[config.mk]
export PLATFORM = sky130hd
export DESIGN_NAME = program_counter
export DESIGN_NICKNAME = d
export VERILOG_FILES = /design/src/rtl/program_counter.sv
export SDC_FILE = /design/constraint.sdc
export NUM_CORES = 1
export LEC_CHECK = 0
export CORE_MARGIN = 5
export CORE_UTILIZATION = 30
export DETAILED_ROUTE_END_ITERATION = 16
export GPL_ROUTABILITY_DRIVEN = 0
export PLACE_DENSITY = 0.63
export SLEW_MARGIN = 20
export SYNTH_ARGS = -nofsm -noshare
export SYNTH_HDL_FRONTEND = slang
export SYNTH_SLANG_ARGS = --single-unit
export TNS_END_PERCENT = 50
[constraint.sdc]
create_clock -name clock -period 2 [get_ports clock]
set_input_delay 0.4 -clock clock [delete_from_list [all_inputs] [get_ports clock]]
set_output_delay 0.4 -clock clock [all_outputs]
set_load 0.01 [all_outputs]
[src/rtl/program_counter.sv]
// rtl/program_counter.sv - fetch/decode/execute sequencer holding PC and IR
module program_counter #(
    parameter int                 WIDTH    = 8,
    parameter logic [WIDTH-1:0]   RESET_PC = '0
) (
    input  logic             clock,
    input  logic             reset,
    input  logic             espera,
    input  logic [WIDTH-1:0] instrucao,
    input  logic             salto,
    input  logic [WIDTH-1:0] alvo,
    input  logic             halt_req,
    output logic [WIDTH-1:0] pc,
    output logic [WIDTH-1:0] ir,
    output logic [1:0]       fase,
    output logic             exec_en,
    output logic             parado
);

    typedef enum logic [1:0] {
        S_FETCH   = 2'b00,
        S_DECODE  = 2'b01,
        S_EXECUTE = 2'b10,
        S_HALTED  = 2'b11
    } state_t;

    state_t           r_state;
    state_t           w_next_state;
    logic [WIDTH-1:0] r_pc;
    logic [WIDTH-1:0] r_ir;

    // Phase register; reset wins over stall and over HALTED.
    always_ff @(posedge clock) begin
        if (reset) begin
            r_state <= S_FETCH;
        end else begin
            r_state <= w_next_state;
        end
    end

    // Next phase: stall holds the current phase, HALTED is absorbing.
    always_comb begin
        w_next_state = r_state;
        if (!espera) begin
            case (r_state)
                S_FETCH:   w_next_state = S_DECODE;
                S_DECODE:  w_next_state = S_EXECUTE;
                S_EXECUTE: w_next_state = halt_req ? S_HALTED : S_FETCH;
                default:   w_next_state = S_HALTED;
            endcase
        end
    end

    // PC and IR: IR loads only leaving FETCH, PC updates only leaving EXECUTE without a halt.
    always_ff @(posedge clock) begin
        if (reset) begin
            r_pc <= RESET_PC;
            r_ir <= '0;
        end else if (!espera) begin
            case (r_state)
                S_FETCH: begin
                    r_ir <= instrucao;
                end
                S_EXECUTE: begin
                    if (!halt_req) begin
                        r_pc <= salto ? alvo : r_pc + WIDTH'(1);
                    end
                end
                default: begin
                end
            endcase
        end
    end

    // Outputs decoded from registered state; exec_en is the only term gated by the stall input.
    always_comb begin
        pc      = r_pc;
        ir      = r_ir;
        fase    = r_state;
        exec_en = (r_state == S_EXECUTE) && !espera;
        parado  = (r_state == S_HALTED);
    end

endmodule

==> results.py <==
metrics = {
    "clock_tree": {
        "htree_levels": 1,
        "clockBufferDepth": 2,
        "cts_buffers": 3,
        "cts-root-buf": "clkbuf_4",
        "post_cts_buffers": 0,
        "cts_resized": 1,
        "clk_pin_slew_ns": 0.10,
        "clk_latency_ns": 0.29,
        "hold_buffers": 0,
        "cts_sinks": 18,
        "cts_tree": "done",
    },
    "route": {
        "finalWirelength_um": 2370,
        "avgViaCountPerCell": 5.18,
        "route.detailed.drc": 0,
        "wl_per_cell_um": 13.7,
        "num_vias": 896,
        "ant_nets": 0,
        "drt_pass1_iterations": 6,
        "dr.first_iter.drc_count": 39,
    },
    "worst_setup_path": {
        "worst_path_max_delay_cell": "clkdlybuf4s50_1",
        "crit_path_start_kind": "register",
        "worstPathArrival_ns": 1.50,
        "worstReg2RegEnd": "pc[7]",
        "cp-end-kind": "primary output",
        "max_stage_delay_ns": 0.53,
        "criticalPathCategory": "register to primary output",
        "crit_path_cell_trace": "and2_1, clkdlybuf4s50_1",
        "timing.rr.start": "fase[1]",
        "worstPathRequired_ns": 1.60,
        "r2r_slack_ns": 0.26,
        "reg2reg_depth": 3,
        "path_max_fanout": 8,
    },
    "die": {
        "pin_count": 41,
        "die_area_um2": 4120,
        "die_height_um": 64.2,
        "coreArea_um2": 2780,
        "rows": 19,
        "start_util": 0.317,
        "fp.dieW_um": 64.2,
    },
    "yosys": {
        "synth_top_area_cell": "dfxtp_1",
        "netlist_area_um2": 882,
        "synth_top_area_frac": 0.409,
        "ys_warn_count": 0,
        "ys_seq_elements": 18,
        "synth_area_leaders": "dfxtp_1, mux2i_1, nor2_1, a21oi_1, a32o_1",
        "syn_nets": 118,
        "syn_avg_cell_area_um2": 9.19,
        "yosysSeqAreaShare": 0.409,
        "ys_types": 34,
        "synthesis.instances": 96,
    },
    "global_route": {
        "grt_use_total": 0.119,
        "grt_pass1_wl_um": 4060,
        "globalRoute.totalOverflow": 0,
        "grt_pass1_vias": 870,
        "grt_max_degree": 16,
        "antenna_found_initial": 0,
    },
    "timing": {
        "relSlewSlack": 0.795,
        "fin_tns_setup_ns": 0,
        "setup_violations": 0,
        "max_freq_ghz": 0.527,
        "timing.final.crit_share": 0.949,
        "min_period_ns": 1.90,
        "rsz0062_at_grt": "false",
        "finalHoldViolations": 0,
        "setup_ws_ns": 0.102,
        "tightest_slew_ns": 0.307,
        "drv_slew": 0,
        "skew_ns": 0.00423,
        "hold_ws_ns": 0.500,
    },
    "finish": {
        "antennaDiodeCount": 0,
        "nets": 165,
        "area.growth.synth_to_final_pct": 57.3,
        "layout_common_cells": "clkdlybuf4s50_1, dfxtp_1, nor2_1",
        "nFillCells": 282,
        "fin_area_um2": 1390,
        "layout-drive-gt1-share": 0.106,
        "final_common_cell": "clkdlybuf4s50_1",
    },
    "pwr": {
        "p_total_mw": 0.767,
        "p_leak_nw": 0.529,
        "ir_drop_mv": 0.382,
        "powerDensity_nw_per_um2": 553,
    },
    "placement": {
        "dp.final_hpwl_um": 1860,
        "place_area_um2": 1350,
        "dp_slack_ns": -0.153,
        "io_buffer_count": 40,
    },
    "worst_hold_path": {
        "min_from": "ir[1]",
        "hold_end": "ir[1]",
        "min_path_type": "register to register",
        "worstHoldPathCells": 2,
    },
    "flow_run": {
        "cap_violations": 0,
    },
    "status": {
        "outcome": "finished clean",
    },
}
==> cells by family (layout without fill, tap and decap cells) <==
logic type,after synthesis,after routing,share of synthesized area
buffers and inverters,8,54,0.0369
flip-flops,18,18,0.409
AND/OR/NAND/NOR,34,34,0.221
multiplexers,11,11,0.125
AO/OA/AOI/OAI,24,24,0.194
adder cells (fa/ha/maj),1,1,0.0142
==> worst max-delay path, delay by kind of cell (launching register included) <==
family        cells  cell delay, ns
buf+inv           1            0.53
flops             1            0.51
simple gates      1            0.17
==> worst max path at each step <==
stage | startpoint | to | slack, ns | depth (start not counted)
final | fase[0] | parado | 0.10 | 2
after global routing | fase[0] | parado | 0.02 | 2
after CTS | fase[0] | parado | 0.09 | 2
after detailed placement | espera | pc[7] | -0.15 | 4
after global placement | espera | pc[7] | -0.14 | 4
after floorplan | espera | pc[7] | 0.18 | 4
==> layer usage <==
metal  vias up  routed length [um]  track usage
met5         -                   0            0
met4         0                  14       0.0382
met3         2                 112       0.0280
met2        21                1140        0.183
met1       426                1090        0.164
li1        447                   -            -
==> synthesized netlist by cell type <==
master,n
nor2_1,13
inv_1,3
buf_2,2
nor3_2,1
o211ai_1,1
and2_1,3
nor4b_2,1
dfxtp_1,18
a211oi_1,2
nor3b_1,2
ha_1,1
and3_1,2
a21oi_1,4
o21ai_1,4
nand2b_1,1
nand4b_1,1
a31oi_1,1
o221a_2,1
nand2_1,4
a211o_1,1
o22ai_1,1
or4b_1,1
or4b_4,1
o31ai_1,2
o21ai_0,1
a32o_1,2
clkbuf_1,3
nand3_1,3
a311oi_1,1
a21o_1,1
o41ai_1,1
nand4_1,1
o2111a_1,1
mux2i_1,11
==> report_power, final <==
| group | switching (mW) | internal (mW) | total [mW] | leakage [nW] |
|---|---|---|---|---|
| combinational | 0.0592 | 0.0967 | 0.156 | 0.361 |
| sequential | 0.0146 | 0.374 | 0.389 | 0.147 |
| clock | 0.111 | 0.111 | 0.222 | 0.0210 |
| total | 0.185 | 0.582 | 0.767 | 0.529 |
==> sequential cells by signal, summed over array words and instances, names as in the netlist <==
register and flops:
fase 2, ir 8, pc 8
==> layout make-up <==
class / count / area, um^2 / area share
inverter: 3 / 11.3 / 0.00812
multi-input combinational: 70 / 489 / 0.353
clock buffer: 4 / 36.3 / 0.0261
timing repair buffer: 47 / 452 / 0.326
tap: 31 / 38.8 / 0.0280
sequential: 18 / 360 / 0.260
==> metrics by stage <==
| stage | utilization | cells |
|---|---|---|
| after floorplan | - | 96 |
| after global placement | 0.486 | 169 |
| after detailed placement | 0.486 | 169 |
| after CTS | 0.499 | 173 |
| after global routing | 0.499 | 173 |
| final | 0.499 | 173 |
No activity file was read; power rests on OpenSTA's default activity.
